**src/rtl/if_fetch_stage_pkg.sv**
```systemverilog
// Shared definitions for the instruction-fetch stage: default reset PC and
// NOP encoding, instruction width, FSM encodings and the IF/ID entry layout.
package if_fetch_stage_pkg;

    localparam int          INSTR_W         = 32;
    localparam logic [31:0] RESET_PC_DEF    = 32'h0000_0000;
    localparam logic [31:0] NOP_INSTR_DEF   = 32'h0000_0000;    // sll $0,$0,0

    localparam logic [1:0]  ST_BOOT         = 2'd0;
    localparam logic [1:0]  ST_RUN          = 2'd1;
    localparam logic [1:0]  ST_HOLD         = 2'd2;

    typedef struct packed {
        logic [31:0]        pc4;
        logic [INSTR_W-1:0] instr;
        logic               valid;
    } if_id_t;

    // Redirect targets are always word aligned; low two bits are dropped.
    function automatic logic [31:0] word_align(input logic [31:0] addr);
        return {addr[31:2], 2'b00};
    endfunction

endpackage

```
**src/rtl/if_fetch_stage_pc_reg.sv**
```systemverilog
// Program counter register: async active-low reset to RESET_PC, load enable.
module if_fetch_stage_pc_reg
    import if_fetch_stage_pkg::*;
#(
    parameter logic [31:0] RESET_PC = RESET_PC_DEF
) (
    input  logic        clk,
    input  logic        rst_n,
    input  logic        load,
    input  logic [31:0] d,
    output logic [31:0] q
);

    // PC flop; holds its value whenever load is low.
    always_ff @(posedge clk or negedge rst_n) begin
        if (!rst_n)
            q <= RESET_PC;
        else if (load)
            q <= d;
    end

endmodule

```
**src/rtl/if_fetch_stage.sv**
```systemverilog
// Instruction-fetch stage: PC register, next-PC selection, IF/ID register,
// BOOT/RUN/HOLD sequencing and optional performance counters.
// Build option: define PERF_CNT_EN to include the fetch/stall counters;
// otherwise fetch_cnt_o and stall_cnt_o are tied to zero.
//
//   state | meaning
//   ------+---------------------------------------------------------------
//   BOOT  | one cycle after reset release; imem settles, PC and IF/ID held
//   RUN   | normal fetch
//   HOLD  | hazard unit stalling; PC/IF/ID held unless a redirect arrives
module if_fetch_stage
    import if_fetch_stage_pkg::*;
#(
    parameter logic [31:0] RESET_PC  = RESET_PC_DEF,
    parameter logic [31:0] NOP_INSTR = NOP_INSTR_DEF
) (
    input  logic               clk,
    input  logic               rst_n,
    input  logic               stall_i,
    input  logic               flush_i,
    input  logic               branch_taken_i,
    input  logic [31:0]        branch_target_i,
    input  logic               jump_i,
    input  logic [31:0]        jump_target_i,
    input  logic [31:0]        pc_plus4_i,
    input  logic [INSTR_W-1:0] instr_i,
    output logic [31:0]        pc_o,
    output logic [31:0]        if_id_pc4_o,
    output logic [INSTR_W-1:0] if_id_instr_o,
    output logic               if_id_valid_o,
    output logic [31:0]        fetch_cnt_o,
    output logic [31:0]        stall_cnt_o
);

    logic [1:0]  state;
    logic [1:0]  state_nxt;
    logic        active;
    logic        redirect;
    logic        pc_load;
    logic [31:0] pc_nxt;
    if_id_t      if_id;

    assign active   = (state != ST_BOOT);
    assign redirect = jump_i | branch_taken_i;
    // A redirect overrides a stall; BOOT never moves the PC.
    assign pc_load  = active & (redirect | ~stall_i);

    // Next-PC select: jump > branch > sequential (stall handled by pc_load).
    always_comb begin
        pc_nxt = pc_plus4_i;
        if (jump_i)
            pc_nxt = word_align(jump_target_i);
        else if (branch_taken_i)
            pc_nxt = word_align(branch_target_i);
    end

    if_fetch_stage_pc_reg #(
        .RESET_PC (RESET_PC)
    ) u_pc_reg (
        .clk   (clk),
        .rst_n (rst_n),
        .load  (pc_load),
        .d     (pc_nxt),
        .q     (pc_o)
    );

    // Sequencer next-state logic.
    always_comb begin
        state_nxt = state;
        case (state)
            ST_BOOT: state_nxt = ST_RUN;
            ST_RUN:  if (stall_i)  state_nxt = ST_HOLD;
            ST_HOLD: if (!stall_i) state_nxt = ST_RUN;
            default: state_nxt = ST_BOOT;
        endcase
    end

    // Sequencer state register.
    always_ff @(posedge clk or negedge rst_n) begin
        if (!rst_n)
            state <= ST_BOOT;
        else
            state <= state_nxt;
    end

    // IF/ID register: squash on flush or redirect, hold on stall, else load.
    always_ff @(posedge clk or negedge rst_n) begin
        if (!rst_n) begin
            if_id.pc4   <= 32'h0;
            if_id.instr <= NOP_INSTR;
            if_id.valid <= 1'b0;
        end else if (active) begin
            if (flush_i | redirect) begin
                if_id.pc4   <= pc_plus4_i;
                if_id.instr <= NOP_INSTR;
                if_id.valid <= 1'b0;
            end else if (!stall_i) begin
                if_id.pc4   <= pc_plus4_i;
                if_id.instr <= instr_i;
                if_id.valid <= 1'b1;
            end
        end
    end

    assign if_id_pc4_o   = if_id.pc4;
    assign if_id_instr_o = if_id.instr;
    assign if_id_valid_o = if_id.valid;

`ifdef PERF_CNT_EN
    logic        fetch_inc;
    logic        stall_inc;
    logic [31:0] fetch_cnt;
    logic [31:0] stall_cnt;

    assign fetch_inc = active & ~(flush_i | redirect) & ~stall_i;
    assign stall_inc = stall_i & ~redirect;

    // Saturating event counters.
    always_ff @(posedge clk or negedge rst_n) begin
        if (!rst_n) begin
            fetch_cnt <= 32'h0;
            stall_cnt <= 32'h0;
        end else begin
            if (fetch_inc && fetch_cnt != 32'hFFFF_FFFF)
                fetch_cnt <= fetch_cnt + 32'd1;
            if (stall_inc && stall_cnt != 32'hFFFF_FFFF)
                stall_cnt <= stall_cnt + 32'd1;
        end
    end

    assign fetch_cnt_o = fetch_cnt;
    assign stall_cnt_o = stall_cnt;
`else
    assign fetch_cnt_o = 32'h0;
    assign stall_cnt_o = 32'h0;
`endif

endmodule

```
**config.mk**
```make
export PLATFORM = sky130hd
export DESIGN_NAME = if_fetch_stage
export DESIGN_NICKNAME = d
export VERILOG_FILES = /design/src/rtl/if_fetch_stage_pkg.sv /design/src/rtl/if_fetch_stage_pc_reg.sv /design/src/rtl/if_fetch_stage.sv
export SDC_FILE = /design/constraint.sdc
export NUM_CORES = 1
export LEC_CHECK = 0
export ABC_CLOCK_PERIOD_IN_PS = 3500
export CAP_MARGIN = 20
export CORE_ASPECT_RATIO = 1.4
export CORE_MARGIN = 3
export CORE_UTILIZATION = 31
export CTS_CLUSTER_DIAMETER = 50
export DETAILED_ROUTE_END_ITERATION = 7
export PLACE_DENSITY_LB_ADDON = 0.12
export SYNTH_ARGS = -nofsm -noshare
export SYNTH_HDL_FRONTEND = slang
export SYNTH_SLANG_ARGS = --single-unit
```
**constraint.sdc**
```tcl
create_clock -name clk -period 3.5 [get_ports clk]
set_clock_uncertainty 0.1 [all_clocks]
set_input_delay 0.875 -clock clk [delete_from_list [all_inputs] [get_ports clk]]
set_output_delay 0.875 -clock clk [all_outputs]
set_load 0.05 [all_outputs]
```
After elaboration in Yosys (flattened, before gate mapping) --
Index checks and enable logic that the tools add are counted.
Word-level totals: memories 0, output and inout port bits 161, logic and storage cells 26, bits in writable memories 0, input port bits 134, bits in read-only memories 0, bits in latches 0, register bits 99
Cells by class: multipliers 0, shifts and indexed selects 0, magnitude comparators 0, reduce and logical (&&, ||, !) cells 4, bitwise logic cells 5, equal/unequal tests 5, div/mod/pow operators 0, multiplexer cells 7, $add $sub $neg 0
Operators with widths (number):
- 2-to-1 mux 65 bit | 2
- 2-to-1 mux 32 bit | 2
- one-hot mux 2 bit (3 select lines) | 1
- 2-to-1 mux 2 bit | 2
- != test 2 bit, second input constant | 2
- AND reduction 2 bit | 2
- OR 1 bit | 3
- == test 2 x 1 -> 1 bit, second input constant | 1
- == test 2 bit, second input constant | 1
- logical NOT 2 bit | 1
- != test 2 x 1 -> 1 bit, second input constant | 1
- nonzero test 2 bit | 1
- AND 1 bit | 1
- inverter 1 bit | 1

Longest topological paths before layout --
Gate-level depths: netlist (run 1).
word-level depth 4, gate-level depth with buffers 6, gate-level depth less buffers 3

Hierarchy --
A second synthesis (run 1) with hierarchy kept.
Unflattened totals: cell total of the unflattened synthesis 452, area total of the unflattened synthesis 5281.3 µm²
Modules (own cells, without submodules):
- if_fetch_stage | area an instance 3936.3 µm², sequential area each 1676.6 µm², times used 1, cells each 384
- if_fetch_stage_pc_reg | area an instance 1345.0 µm², sequential area each 800.8 µm², times used 1, cells each 68

Worst setup path before layout (run 1) --
OpenSTA, ideal clock, no wires.
path type input port to flip-flop, from input port jump_i, to register if_id (netlist bit if_id_pc4_o[14]), path slack 1229 ps, data arrival time 2043 ps, stages 6, buffers on the path 3, library setup time 128 ps, cells stage by stage buf_2 -> nor3b_4 -> a21o_2 -> buf_8 -> buf_8 -> mux2_1
On the way: longest elaborated chain between the ends 4, elaborated cells between the ends (all ways) 5, those cells by class 1 x eq/ne; 1 x mux; 2 x bitwise; 1 x reduce/logical
Ends and longest elaborated chain:
- start: declaration | line if_fetch_stage.sv:23 | input logic jump_i,
- OR 1 bit * | line if_fetch_stage.sv:44 | assign redirect = jump_i | branch_taken_i;
- OR 1 bit * | line if_fetch_stage.sv:93 | if (flush_i | redirect) begin
- != test 2 x 1 -> 1 bit (no line)
- AND reduction 2 bit (no line)
- end: declaration | line if_fetch_stage.sv:41 | if_id_t if_id;
Mark *: on every way between the ends. The rest lies on a longest branch, timed or not. A chain may end at the register's enable or synchronous reset.

Final worst setup path (run 1) --
from input port stall_i, to register u_pc_reg.q[22]
On the way: longest elaborated chain between the ends 3
Ends and longest elaborated chain:
- start: declaration | line if_fetch_stage.sv:19 | input logic stall_i,
- inverter 1 bit | line if_fetch_stage.sv:46 | assign pc_load = active & (redirect | ~stall_i);
- OR 1 bit | line if_fetch_stage.sv:46
- AND 1 bit | line if_fetch_stage.sv:46
- end signal: assignment | line if_fetch_stage_pc_reg.sv:17 | q <= RESET_PC;
- end signal: assignment | line if_fetch_stage_pc_reg.sv:19 | q <= d;
- end: declaration | line if_fetch_stage_pc_reg.sv:11 | output logic [31:0] q
No other way between the ends.

==> results of run 1 <==
[synth_stat cells (2+ instances only)]
| library cell | instances |
|---|---|
| sky130_fd_sc_hd__mux2i_1 | 62 |
| sky130_fd_sc_hd__dfrtp_1 | 99 |
| sky130_fd_sc_hd__buf_6 | 4 |
| sky130_fd_sc_hd__o21ai_0 | 63 |
| sky130_fd_sc_hd__clkbuf_1 | 12 |
| sky130_fd_sc_hd__o21ai_1 | 2 |
| sky130_fd_sc_hd__buf_4 | 65 |
| sky130_fd_sc_hd__mux2_2 | 45 |
| sky130_fd_sc_hd__buf_8 | 2 |
| sky130_fd_sc_hd__mux2_1 | 17 |
| sky130_fd_sc_hd__nand2_1 | 34 |
| sky130_fd_sc_hd__buf_2 | 7 |
| sky130_fd_sc_hd__inv_1 | 33 |
| sky130_fd_sc_hd__nor2_1 | 3 |
[power breakdown]
part           internal, W  total (W)  switching [W]
logic              0.00119    0.00351        0.00232
registers          0.00155    0.00176       0.000211
clock network     0.000582    0.00103       0.000448
total              0.00332    0.00629        0.00297
[through the flow]
step | total power (W) | setup slack [ns] | hold slack (ns)
floorplan | 0.00419 | 1.23 | 0.398
detailed placement | 0.00533 | 0.392 | 0.384
global placement | 0.00529 | 0.510 | 0.373
global route | 0.00664 | 0.593 | 0.423
CTS | 0.00641 | 0.760 | 0.402
finish | 0.00629 | 0.848 | 0.395
[cell type report]
| class | count | area, µm² | share of cell area, % |
|---|---|---|---|
| clock inverters | 6 | 70.1 | 0.922 |
| flip-flops and latches | 99 | 2480 | 32.6 |
| inverters | 33 | 124 | 1.63 |
| clock buffers | 10 | 239 | 3.14 |
| repair buffers | 235 | 2330 | 30.6 |
| well taps | 199 | 249 | 3.28 |
| multi-input cells | 298 | 2110 | 27.8 |
[final timing paths]
kind	start	to	slack, ns	depth (start not counted)
max reg2reg	state[0]$_DFFE_PN0P_	u_pc_reg.q[22]$_DFFE_PN0P_	1.61	4
min	if_id_pc4_o[25]$_DFFE_PN0P_	if_id_pc4_o[25]$_DFFE_PN0P_	0.39	1
min in group asynchronous	rst_n	if_id_pc4_o[22]$_DFFE_PN0P_	0.53	2
min reg2reg	if_id_pc4_o[25]$_DFFE_PN0P_	if_id_pc4_o[25]$_DFFE_PN0P_	0.39	1
max in group asynchronous	rst_n	u_pc_reg.q[27]$_DFFE_PN0P_	2.23	2
max	stall_i	u_pc_reg.q[22]$_DFFE_PN0P_	0.85	5
[sequential cells by signal, summed over array words and instances (netlist names)]
signal	cells
if_id_instr_o	32
if_id_pc4_o	32
u_pc_reg.q	32
state	2
if_id_valid_o	1
[worst max-delay path, cell delays in order]
cell	delay (ns)
sky130_fd_sc_hd__clkdlybuf4s50_1	0.53
sky130_fd_sc_hd__nor3b_4	0.23
sky130_fd_sc_hd__buf_4	0.36
sky130_fd_sc_hd__or2_2	0.52
sky130_fd_sc_hd__o21ai_0	0.19
[logic make-up (layout without fill, tap and decap cells)]
family                    Yosys count  in the layout
buffers and inverters             124            284
other                               1             64
and+or+nand+nor                    41             41
muxes                             124            124
DFF                                99             99
xor gates and xnor gates            1              1
AOI/OAI and AO/OA                  68             68
[metal layers]
layer	vias up	global-route usage (%)	routed length, µm
met2	187	27.3	7510
met3	13	6.20	1470
met1	1861	18.0	5310
li1	1836	-	-
met4	0	4.92	196
met5	-	0	0
==> impl_metrics.ini, run 1 <==
[final_layout]
most_used_cells_in_the_layout_excluding_fill_and_tap_cells = sky130_fd_sc_hd__clkdlybuf4s50_1 (223), sky130_fd_sc_hd__dfrtp_1 (99), sky130_fd_sc_hd__conb_1 (64), sky130_fd_sc_hd__o21ai_0 (63), sky130_fd_sc_hd__mux2i_1 (62)
area_growth_syn_to_layout_pct = 48.3
final_design_area_no_fill_um2 = 7600
num-nets-final = 810
final-instance-count-excl-fill = 880
finalCoreUtilization_pct = 47.0
n_antenna_cell = 0
final.fill_count = 1541
post_route_cells_drive_above_1_share_pct = 11.5
layout.cells.most_common = sky130_fd_sc_hd__clkdlybuf4s50_1

[clock_tree]
htree_num_levels = 3
clock_latency_ns = 0.33
cts.path.max_buffers = 2
clkSinkCount = 99
root_buffer_cell = sky130_fd_sc_hd__clkbuf_16
clk_pin_slew_ns = 0.07
cts_setup_buffers = 0
post_cts.resized_instances = 0
cts_made_buffers = 9
cts_hold_repair.buffers = 0
tritoncts = yes

[pwr]
ir_drop_mv = 0.456
power.leakage_nw = 3.26
power_density_nw_per_um2 = 828

[job]
cap_violations = 0

[synthesis]
postSynthRegisterBits = 99
async_sr_flop_fraction_pct = 100
dominantRegCellSynth = sky130_fd_sc_hd__dfrtp_1
synth.area.mux_share_pct = 25.7
yosys.area_share.xor_xnor_pct = 0.171
synth_area_leaders = sky130_fd_sc_hd__dfrtp_1 (48%), sky130_fd_sc_hd__mux2i_1 (12%), sky130_fd_sc_hd__mux2_2 (9.9%), sky130_fd_sc_hd__buf_4 (9.5%), sky130_fd_sc_hd__o21ai_0 (6.2%)
synth-compound-area-share_pct = 6.83
mappedNetlistArea_um2 = 5130
synth_warnings = 0
synth.avg_cell_area_um2 = 11.2
synth.largest_area_cell = sky130_fd_sc_hd__dfrtp_1
post_synth_fa_ha_maj_area_fraction_pct = 0
syn-instance-count = 458
ys_seq_area_share_pct = 48.3
synthDominantCellAreaShare_pct = 48.3
synthDistinctLibCells = 24
synth_top_family_by_area = multiplexers
simple_gate_share_of_the_synthesized_area_pct = 3.51
synth_enable_flop_cells = 0

[global_routing]
grt_max_degree = 54
grt_pass1_wl_um = 22300
global_route.overflow_total = 0
groute.usage.overall_pct = 15.9
first_global_vias = 4061
antenna_violations_before_repair = 0

[timing]
period_minus_slack_ns = 2.65
clock.fmax_mhz = 377
worst_slew_margin_rel_pct = 52.3
setup_viol = 0
tns_ns = 0
timing.final.max_slew_violations = 0
final_hold_viol_count = 0
rsz_0062_raised_after_global_routing = no
finalCritPeriodShare_pct = 75.8
worstMarginPinSlew_ns = 0.715

[placement]
place_congestion = 0.702
buffer_ports.inserted = 226
dpl-instance-area_um2 = 7290
place_inst = 864
hpwl_um = 10700

[floorplan]
initial_core_util_pct = 31.7
width_of_the_die_um = 115
die_area_um2 = 18100
ioPinCount = 295
core_footprint_um2 = 16200
die_height_um = 158
fp-row-count = 55

[route]
route.final.wire_length_um = 14500
drtPass1Iterations = 4
drc_violations_left = 0
route.antenna.remaining_nets = 0
drtIter0Drc = 123
vias = 3897
vias_per_cell = 4.43
detail_route.wl_per_cell_um = 16.5

[critical_path]
setup.worst_path.start_class = primary input
end_kind = register
critPathMaxFanout = 34
criticalPathCategory = primary input to register
worst_ep_required_time_ns = 3.59
cp_data_arrival_time_ns = 2.75

[run_status]
status = finished clean

[min_path]
min_path_type = register to register
No activity file was read; power rests on OpenSTA's default activity.
==> inputs of run 2 (changes only) <==
--- a/config.mk
+++ b/config.mk
@@ -5,7 +5,7 @@
 export SDC_FILE = /design/constraint.sdc
 export NUM_CORES = 1
 export LEC_CHECK = 0
-export ABC_CLOCK_PERIOD_IN_PS = 3500
+export ABC_CLOCK_PERIOD_IN_PS = 2700
 export CAP_MARGIN = 20
 export CORE_ASPECT_RATIO = 1.4
 export CORE_MARGIN = 3
==> constraint.sdc (replaced) <==
create_clock -name clk -period 2.7 [get_ports clk]
set_clock_uncertainty 0.1 [all_clocks]
set_input_delay 0.675 -clock clk [delete_from_list [all_inputs] [get_ports clk]]
set_output_delay 0.675 -clock clk [all_outputs]
set_load 0.05 [all_outputs]
==> run 2 against run 1 <==
Hold slack lost 0.19 ns; via count grew 0.95%; global-route usage shrank 0.25 points; routed wire length fell by 0.24%; combinational power is 31% higher; clock-buffer cell count stayed put; final area rose by 0.64%; non-clock buffer count rose by 5; final cell count rose by 0.34%; sequential power up 29%; die area stayed put; register-to-register slack worse by 0.51 ns.
==> impl_metrics.ini, run 2 (synthesized netlist as in run 1, its figures left out) <==
[route]
vias_per_cell = 4.46
detail_route.wl_per_cell_um = 16.4
drtPass1Iterations = 4
drtIter0Drc = 80
route.final.wire_length_um = 14400
route.antenna.remaining_nets = 0
drc_violations_left = 0
vias = 3934

[floorplan]
core_footprint_um2 = 16200
fp-row-count = 55
die_area_um2 = 18100
width_of_the_die_um = 115
initial_core_util_pct = 31.7
die_height_um = 158
ioPinCount = 295

[final_layout]
num-nets-final = 815
area_growth_syn_to_layout_pct = 49.3
post_route_cells_drive_above_1_share_pct = 11.7
n_antenna_cell = 0
layout.cells.most_common = sky130_fd_sc_hd__clkdlybuf4s50_1
most_used_cells_in_the_layout_excluding_fill_and_tap_cells = sky130_fd_sc_hd__clkdlybuf4s50_1 (223), sky130_fd_sc_hd__dfrtp_1 (99), sky130_fd_sc_hd__conb_1 (64), sky130_fd_sc_hd__o21ai_0 (63), sky130_fd_sc_hd__mux2i_1 (62)

[timing]
setup_viol = 0
rsz_0062_raised_after_global_routing = no
finalCritPeriodShare_pct = 85.6
worstMarginPinSlew_ns = 0.568
tns_ns = 0
worst_slew_margin_rel_pct = 62.0
hold_ws_ns = 0.207
timing.final.ws_setup_ns = 0.389
clock.fmax_mhz = 433
timing.final.max_slew_violations = 0
period_minus_slack_ns = 2.31
final_hold_viol_count = 0

[critical_path]
r2r_end = if_id_instr_o[24]$_DFFE_PN0P_
ff2ff_setup_slack_ns = 1.10
worstSetupPathDepth = 1
criticalPathCategory = register to output pin
worst_ep_required_time_ns = 1.92
worst_r2r_startpoint = state[0]$_DFFE_PN0P_
worstRegToRegCells = 5
endpoint = if_id_instr_o[9]
cp_data_arrival_time_ns = 1.54
timing.critical_path.from = if_id_instr_o[9]$_DFFE_PN0P_
critPathMaxFanout = 2
setup.worst_path.start_class = register
end_kind = output pin
crit_path_cell_trace = clkdlybuf4s50_1
critPathMaxStageDelay_ns = 0.83
cpLargestDelayFamily = buffers and inverters
cp_num_buf_inv = 1
cpMaxStageDelayCell = sky130_fd_sc_hd__clkdlybuf4s50_1

[clock_tree]
cts_setup_buffers = 0
cts.path.max_buffers = 2
clock_latency_ns = 0.33
htree_num_levels = 3
post_cts.resized_instances = 0
clk_pin_slew_ns = 0.07
cts_hold_repair.buffers = 0
clkSinkCount = 99
root_buffer_cell = sky130_fd_sc_hd__clkbuf_16
cts_made_buffers = 9
tritoncts = yes

[global_routing]
grt_max_degree = 48
groute.usage.overall_pct = 15.6
antenna_violations_before_repair = 0
global_route.overflow_total = 0
grt_pass1_wl_um = 22000
first_global_vias = 4043

[placement]
buffer_ports.inserted = 226
post-place-ws_ns = 0.125
place_congestion = 0.723
hpwl_um = 10900

[run_status]
status = finished clean

[pwr]
ir_drop_mv = 0.641
power_density_nw_per_um2 = 1060
power.leakage_nw = 3.28

[job]
cap_violations = 0

[min_path]
min_path_type = primary input to async pin
[run 2: cell types whose count changed in the layout (fill, tap and decap cells not counted), sizes merged]
cell	before	now
clkinv	2	1
clkinvlp	0	2
inv	36	33
buf	12	17
[run 2: worst min path at each step]
stage	slack, ns	from	endpoint	depth (start not counted)
CTS	0.21	rst_n	if_id_pc4_o[22]$_DFFE_PN0P_	1
detailed placement	0.38	if_id_pc4_o[30]$_DFFE_PN0P_	if_id_pc4_o[30]$_DFFE_PN0P_	1
global route	0.22	rst_n	if_id_pc4_o[22]$_DFFE_PN0P_	1
finish	0.21	rst_n	if_id_pc4_o[21]$_DFFE_PN0P_	1
global placement	0.37	if_id_pc4_o[17]$_DFFE_PN0P_	if_id_pc4_o[17]$_DFFE_PN0P_	1
floorplan	0.28	rst_n	if_id_instr_o[0]$_DFFE_PN0P_	0
[run 2: layout make-up]
class                   count  area [µm²]
repair buffers            240        2400
fillers                  1544        8520
clock inverters             4        53.8
multi-input cells         298        2110
flip-flops and latches     99        2480
well taps                 199         249
clock buffers              10         229
inverters                  33         124
[run 2: worst reg2reg max path, stage by stage (launching register included)]
cell and delay [ns]:
sky130_fd_sc_hd__dfrtp_1 0.41, sky130_fd_sc_hd__nor2_2 0.19, sky130_fd_sc_hd__a21o_4 0.15, sky130_fd_sc_hd__buf_12 0.21, sky130_fd_sc_hd__buf_4 0.24, sky130_fd_sc_hd__mux2i_1 0.21
[run 2: report_power, final]
group	total (W)	internal, W	switching, W
Clock	0.00126	0.000711	0.000554
Sequential	0.00227	0.00200	0.000270
Combinational	0.00460	0.00159	0.00301
Total	0.00813	0.00431	0.00383
[run 2: stage by stage]
stage	total power, W	utilization, %	instances	area, µm²
2_1_floorplan	0.00543	-	521	5360
3_3_place_gp	0.00691	45.6	869	7370
3_5_place_dp	0.00695	45.6	869	7370
4_1_cts	0.00825	47.3	883	7650
5_1_grt	0.00856	47.3	883	7650
6_report	0.00813	47.3	883	7650
[run 2: layer usage]
layer	vias to the layer above	share of wire, %	GRT usage (%)
met5	-	0	0
met4	0	1.6	5.32
met3	13	10	5.93
met2	187	52	27.3
met1	1890	36	17.3
li1	1844	-	-
==> RTL change 1 (config.mk and constraints of run 2) <==
The option `PERF_CNT_EN` is turned on by a define.
--- a/src/rtl/if_fetch_stage.sv
+++ b/src/rtl/if_fetch_stage.sv
@@ -10,2 +10,4 @@
 //   HOLD  | hazard unit stalling; PC/IF/ID held unless a redirect arrives
+`define PERF_CNT_EN
+
 module if_fetch_stage
Check against the original RTL: not equivalent (Yosys sat finds a counterexample within 4 cycles, from zero or initial values and one cycle with rst_n low).
==> RTL change 1 against run 2 <==
Sequential cell count grew 64. Wire length is 59% higher. Critical path depth unchanged. Worst setup slack worse by 0.26 ns. Global-route usage up 2.5 points. Power grew 30%. Sequential share of layout area grew 3.5 points. Final cell count grew 43%. Cell area increased by 48%. Maximum frequency decreased by 10%. Area after synthesis increased by 43%.
==> RTL change 1: results (changes against run 2) <==
| Metric | Value |
|---|---|
| Status | completed (unchanged) |
| Largest net degree at the start of global routing | 62 (was 48) |
| Least-Margin Pin Slew | 0.645 ns (was 0.568 ns) |
| I/O Buffers | 290 (was 226) |
| H-tree levels | 4 (was 3) |
| CP max FO | 7 (was 2) |
| Tot GR Track Use | 18.1% (was 15.6%) |
| LEAKAGE | 4.79 nW (was 3.28 nW) |
| VDD IR max | 0.000531 V (was 0.000641 V) |
| Met1 Wirelength | 9120 um (was 5150 um) |
| GPL Wtd Cong | 0.807 (was 0.723) |
| Initial DRC count | 212 (was 80) |
| Syn Inst Count | 644 (was 458) |
| Synth top cells by count | 163 x dfrtp_1, 62 x nand2_1, 41 x nor2_1 (was 99 x dfrtp_1, 65 x buf_4, 63 x o21ai_0) |
| Number of antenna violations at the first check in global routing | 1 (was 0) |
| FF-to-FF setup slack | 0.33 ns (was 1.10 ns) |
| Seq/Total Area, Yosys | 55.8% (was 48.3%) |
| WL met2 | 12200 um (was 7560 um) |
| Max incr delay on CP | 0.86 ns (was 0.83 ns) |
| CP top delay family | buffers and inverters (unchanged) |
| Met3 Wirelength | 1430 um (was 1510 um) |
| Vias per cell | 4.77 (was 4.46) |
| Nets | 1081 (was 815) |
| First-pass GRT wire length | 35600 um (was 22000 um) |
| Cells after DPL | 1227 (was 869) |
| Vias in the first global route | 6051 (was 4043) |
| DPL Wire Length | 17000 um (was 10900 um) |
| Drt wl/cell | 18.2 um (was 16.4 um) |
| CTS buffer count | 17 (was 9) |
| Share of cells above drive strength 1 | 11.6% (was 11.7%) |
| Total number of vias | 6015 (was 3934) |
| Worst Path Arrival | 1.80 ns (was 1.54 ns) |
| Fin Hold WS | 0.0992 ns (was 0.207 ns) |
| Synth area leaders | dfrtp_1 56%, mux2_2 5.2%, xnor2_1 4.3%, mux2i_1 4.1%, a22o_1 4.1% (was dfrtp_1 48%, mux2i_1 12%, mux2_2 9.9%, buf_4 9.5%, o21ai_0 6.2%) |
| Clk_lat worst skew | 0.42 ns (was 0.33 ns) |
==> RTL change 1: cell types whose count changed after synthesis, moves of 24 or more <==
cell / before / now
dfrtp_1: 99 / 163
buf_4: 65 / 2
nor2_1: 3 / 41
xnor2_1: 0 / 36
a22o_1: 1 / 34
inv_1: 33 / 0
a21oi_1: 0 / 32
mux2i_1: 62 / 30
o21ai_0: 63 / 31
nand2_1: 34 / 62
nand4_1: 0 / 26
xor2_1: 1 / 25
==> RTL change 1: metrics by stage <==
step / total power, mW / worst slack [ns] / cell area, um^2
2_1_floorplan: 6.23 / 0.281 / 7310
3_3_place_gp: 8.12 / 0.0840 / 10700
3_5_place_dp: 8.15 / 0.0726 / 10700
4_1_cts: 10.7 / 0.0949 / 11400
5_1_grt: 11.1 / 0.0531 / 11400
6_report: 10.6 / 0.128 / 11400
==> RTL change 1: final cells by class <==
cell class                 instances  area [um^2]
clock buffer                      17          425
clock inverter                    15          183
tap                              301          377
timing repair buffer             318         3190
multi-input combinational        445         3100
sequential                       163         4080
antenna                            1         2.50
fill                            2125        11500
==> RTL change 1: power by group <==
group          internal (mW)  switching, mW  total (mW)
clock                   1.46           1.06        2.52
combinational           1.67           3.02        4.69
sequential              3.00          0.354        3.35
total                   6.13           4.43        10.6
==> RTL change 1: final timing paths <==
path	start	to	depth (start not counted)
worst max-delay path	stall_cnt_o[12]	stall_cnt_o[12]	1
worst min register to register	u_pc_reg.q[9]	u_pc_reg.q[9]	2
worst max register to register	stall_cnt_o[0]	stall_cnt_o[29]	7
min in group clk	u_pc_reg.q[9]	u_pc_reg.q[9]	2
max in group asynchronous	rst_n	fetch_cnt_o[25]	2
worst min-delay path	rst_n	if_id_instr_o[0]	1
==> RTL change 1: cell families (layout without fill, tap and decap cells) <==
| logic type | after synthesis | count (layout) | synth area share (%) |
|---|---|---|---|
| AO/OA/AOI/OAI | 109 | 109 | 9.76 |
| XOR/XNOR | 61 | 61 | 7.31 |
| adder cells (fa/ha/maj) | 2 | 2 | 0.342 |
| buffers and inverters | 36 | 350 | 2.19 |
| flip-flops | 163 | 163 | 55.8 |
| multiplexers | 64 | 64 | 9.35 |
| other | 0 | 1 | 0 |
| AND/OR/NAND/NOR | 209 | 209 | 15.2 |
==> RTL change 1: metal layers <==
metal	track usage, %	up-vias
li1	-	2916
met1	21.7	2910
met2	31.8	175
met3	5.05	14
met4	4.46	0
met5	0	-
==> RTL change 1: worst reg2reg max path: stages (launching register included) <==
cell and delay (ns):
dfrtp_1 0.38, ha_1 0.22, and4_1 0.26, and4_1 0.22, and4_1 0.31, buf_4 0.20, nor4_1 0.43, xor2_1 0.11
==> RTL change 2 (flow settings as in run 2) <==
Made on the original files. Add an input register stage for `branch_target_i` and `jump_target_i`; this delays them by one clock. The other inputs are not delayed to match.
--- a/src/rtl/if_fetch_stage.sv
+++ b/src/rtl/if_fetch_stage.sv
@@ -34,2 +34,10 @@
 
+    logic [31:0] branch_target_q;
+    logic [31:0] jump_target_q;
+
+    always_ff @(posedge clk) begin
+        branch_target_q <= branch_target_i;
+        jump_target_q   <= jump_target_i;
+    end
+
     logic [1:0]  state;
@@ -51,5 +59,5 @@
         if (jump_i)
-            pc_nxt = word_align(jump_target_i);
+            pc_nxt = word_align(jump_target_q);
         else if (branch_taken_i)
-            pc_nxt = word_align(branch_target_i);
+            pc_nxt = word_align(branch_target_q);
     end
Function: changed (Yosys sat finds a counterexample within 4 cycles, from zero or initial values and one cycle with rst_n low).
==> RTL change 2 against run 2 <==
Final cell count rose by 15%. Sequential share of layout area rose by 7.5 points. Wire length rose by 14%. Via count rose by 10%. Area after synthesis rose by 23%. Clock power rose by 94%. Global-route usage fell by 0.69 points. Power rose by 27%. Cell area rose by 21%. Non-clock buffer count fell by 2. Worst setup slack got worse by 0.072 ns. Sequential cell count rose by 60.
==> RTL change 2: results (changes against run 2) <==
| Metric | Value |
|---|---|
| Status | completed (unchanged) |
| GPL Wtd Cong | 0.772 (was 0.723) |
| CTS buffer count | 17 (was 9) |
| Async S/R FF share, synth | 62.3% (was 100%) |
| FF-to-FF setup slack | 1.05 ns (was 1.10 ns) |
| DPL Wire Length | 12000 um (was 10900 um) |
| Sw frac | 42.1% (was 47.1%) |
| Worst Path Arrival | 1.61 ns (was 1.54 ns) |
| CP top delay family | buffers and inverters (unchanged) |
| Initial DRC count | 96 (was 80) |
| R2R cell count | 4 (was 5) |
| R2r startpoint | state[0] (unchanged) |
| Clk_lat worst skew | 0.42 ns (was 0.33 ns) |
| Distinct cells, synth | 24 (unchanged) |
| Share of cells above drive strength 1 | 12.8% (was 11.7%) |
| Tot GR Track Use | 14.9% (was 15.6%) |
| Slew Limit Headroom | 45.8% (was 62.0%) |
| Fill cell count | 1893 (was 1544) |
| CTS Buffer Depth | 2 (unchanged) |
| N_diodes | 0 (unchanged) |
| Seq/Total Area, Yosys | 58.2% (was 48.3%) |
| First-pass GRT wire length | 25600 um (was 22000 um) |
| Pre-Repair DR Iteration Count | 4 (unchanged) |
| Number of antenna violations at the first check in global routing | 1 (was 0) |
| Synth top cells by count | 99 x dfrtp_1, 65 x buf_4, 63 x o21ai_0 (unchanged) |
| Capture point of the worst reg-to-reg path | if_id_pc4_o[2] (was if_id_instr_o[24]) |
| Clock Root Buffer | clkbuf_16 (unchanged) |
| Vias per cell | 4.28 (was 4.46) |
| Synth area leaders | dfrtp_1 39%, dfxtp_1 19%, mux2i_1 9.8%, mux2_2 8.0%, buf_4 7.7% (was dfrtp_1 48%, mux2i_1 12%, mux2_2 9.9%, buf_4 9.5%, o21ai_0 6.2%) |
| VDD IR max | 0.000538 V (was 0.000641 V) |
| Nets | 881 (was 815) |
| LEAKAGE | 3.94 nW (was 3.28 nW) |
| Vias in the first global route | 4624 (was 4043) |
| Setup bufs post-CTS | 0 (unchanged) |
| Drt wl/cell | 16.2 um (was 16.4 um) |
| H-tree levels | 4 (was 3) |
| Largest net degree at the start of global routing | 58 (was 48) |
[RTL change 2: cell types whose count changed in the layout (fill, tap and decap cells not counted), sizes merged]
cell,change
clkinvlp,-1
clkinv,+2
dfxtp,+60
buf,-2
clkbuf,+9
bufinv,+1
inv,+7
[RTL change 2: cell type report]
class | instances | share of cell area, %
clock buffer | 19 | 4.91
clock inverter | 13 | 1.59
inverter | 33 | 1.34
multi-input combinational | 298 | 23.0
sequential | 159 | 39.9
tap | 252 | 3.42
timing repair buffer | 238 | 25.9
[RTL change 2: how the worst max path moves through the flow]
stage | cells after the start | startpoint | to | slack [ns]
CTS | 1 | if_id_instr_o[31] | if_id_instr_o[31] | 0.28
detailed placement | 5 | stall_i | if_id_pc4_o[3] | 0.16
finish | 1 | u_pc_reg.q[11] | pc_o[11] | 0.32
floorplan | 6 | jump_i | if_id_pc4_o[24] | 0.62
global placement | 5 | stall_i | if_id_pc4_o[3] | 0.23
global route | 1 | u_pc_reg.q[18] | pc_o[18] | 0.24
[RTL change 2: kinds of logic (layout without fill, tap and decap cells)]
| family | after synthesis | count (layout) | share of synthesized area, % |
|---|---|---|---|
| XOR/XNOR | 1 | 1 | 0.139 |
| AO/OA/AOI/OAI | 68 | 68 | 5.54 |
| buffers and inverters | 124 | 303 | 12.4 |
| multiplexers | 124 | 124 | 20.9 |
| other | 1 | 64 | 0.0593 |
| AND/OR/NAND/NOR | 41 | 41 | 2.85 |
| flip-flops | 159 | 159 | 58.2 |
[RTL change 2: metrics by stage]
| step | hold WS (ns) | power [mW] | std cells | instance area [um^2] | setup slack (ns) |
|---|---|---|---|---|---|
| 3_3_place_gp | 0.375 | 7.91 | 980 | 8630 | 0.228 |
| 6_report | 0.245 | 10.3 | 1012 | 9230 | 0.317 |
| 5_1_grt | 0.274 | 10.8 | 1012 | 9230 | 0.240 |
| 2_1_floorplan | 0.279 | 6.39 | 581 | 6560 | 0.617 |
| 3_5_place_dp | 0.386 | 7.97 | 980 | 8630 | 0.160 |
| 4_1_cts | 0.271 | 10.5 | 1012 | 9230 | 0.283 |
[RTL change 2: layer usage]
metal / vias to the layer above / share of wire, % / GRT usage (%)
met1: 2084 / 37 / 16.7
met4: 2 / 1.0 / 4.29
met5: - / 0.079 / 0
met2: 177 / 53 / 26.4
met3: 12 / 8.5 / 5.54
li1: 2055 / - / -
[RTL change 2: power by group through the flow]
stage               registers [mW]  clock network [mW]  logic (mW)
CTS                           3.23                2.53        4.72
detailed placement            3.27                   0        4.70
global route                  3.30                2.62        4.87
finish                        3.22                2.45        4.64
global placement              3.24                   0        4.67
floorplan                     5.04                   0        1.35
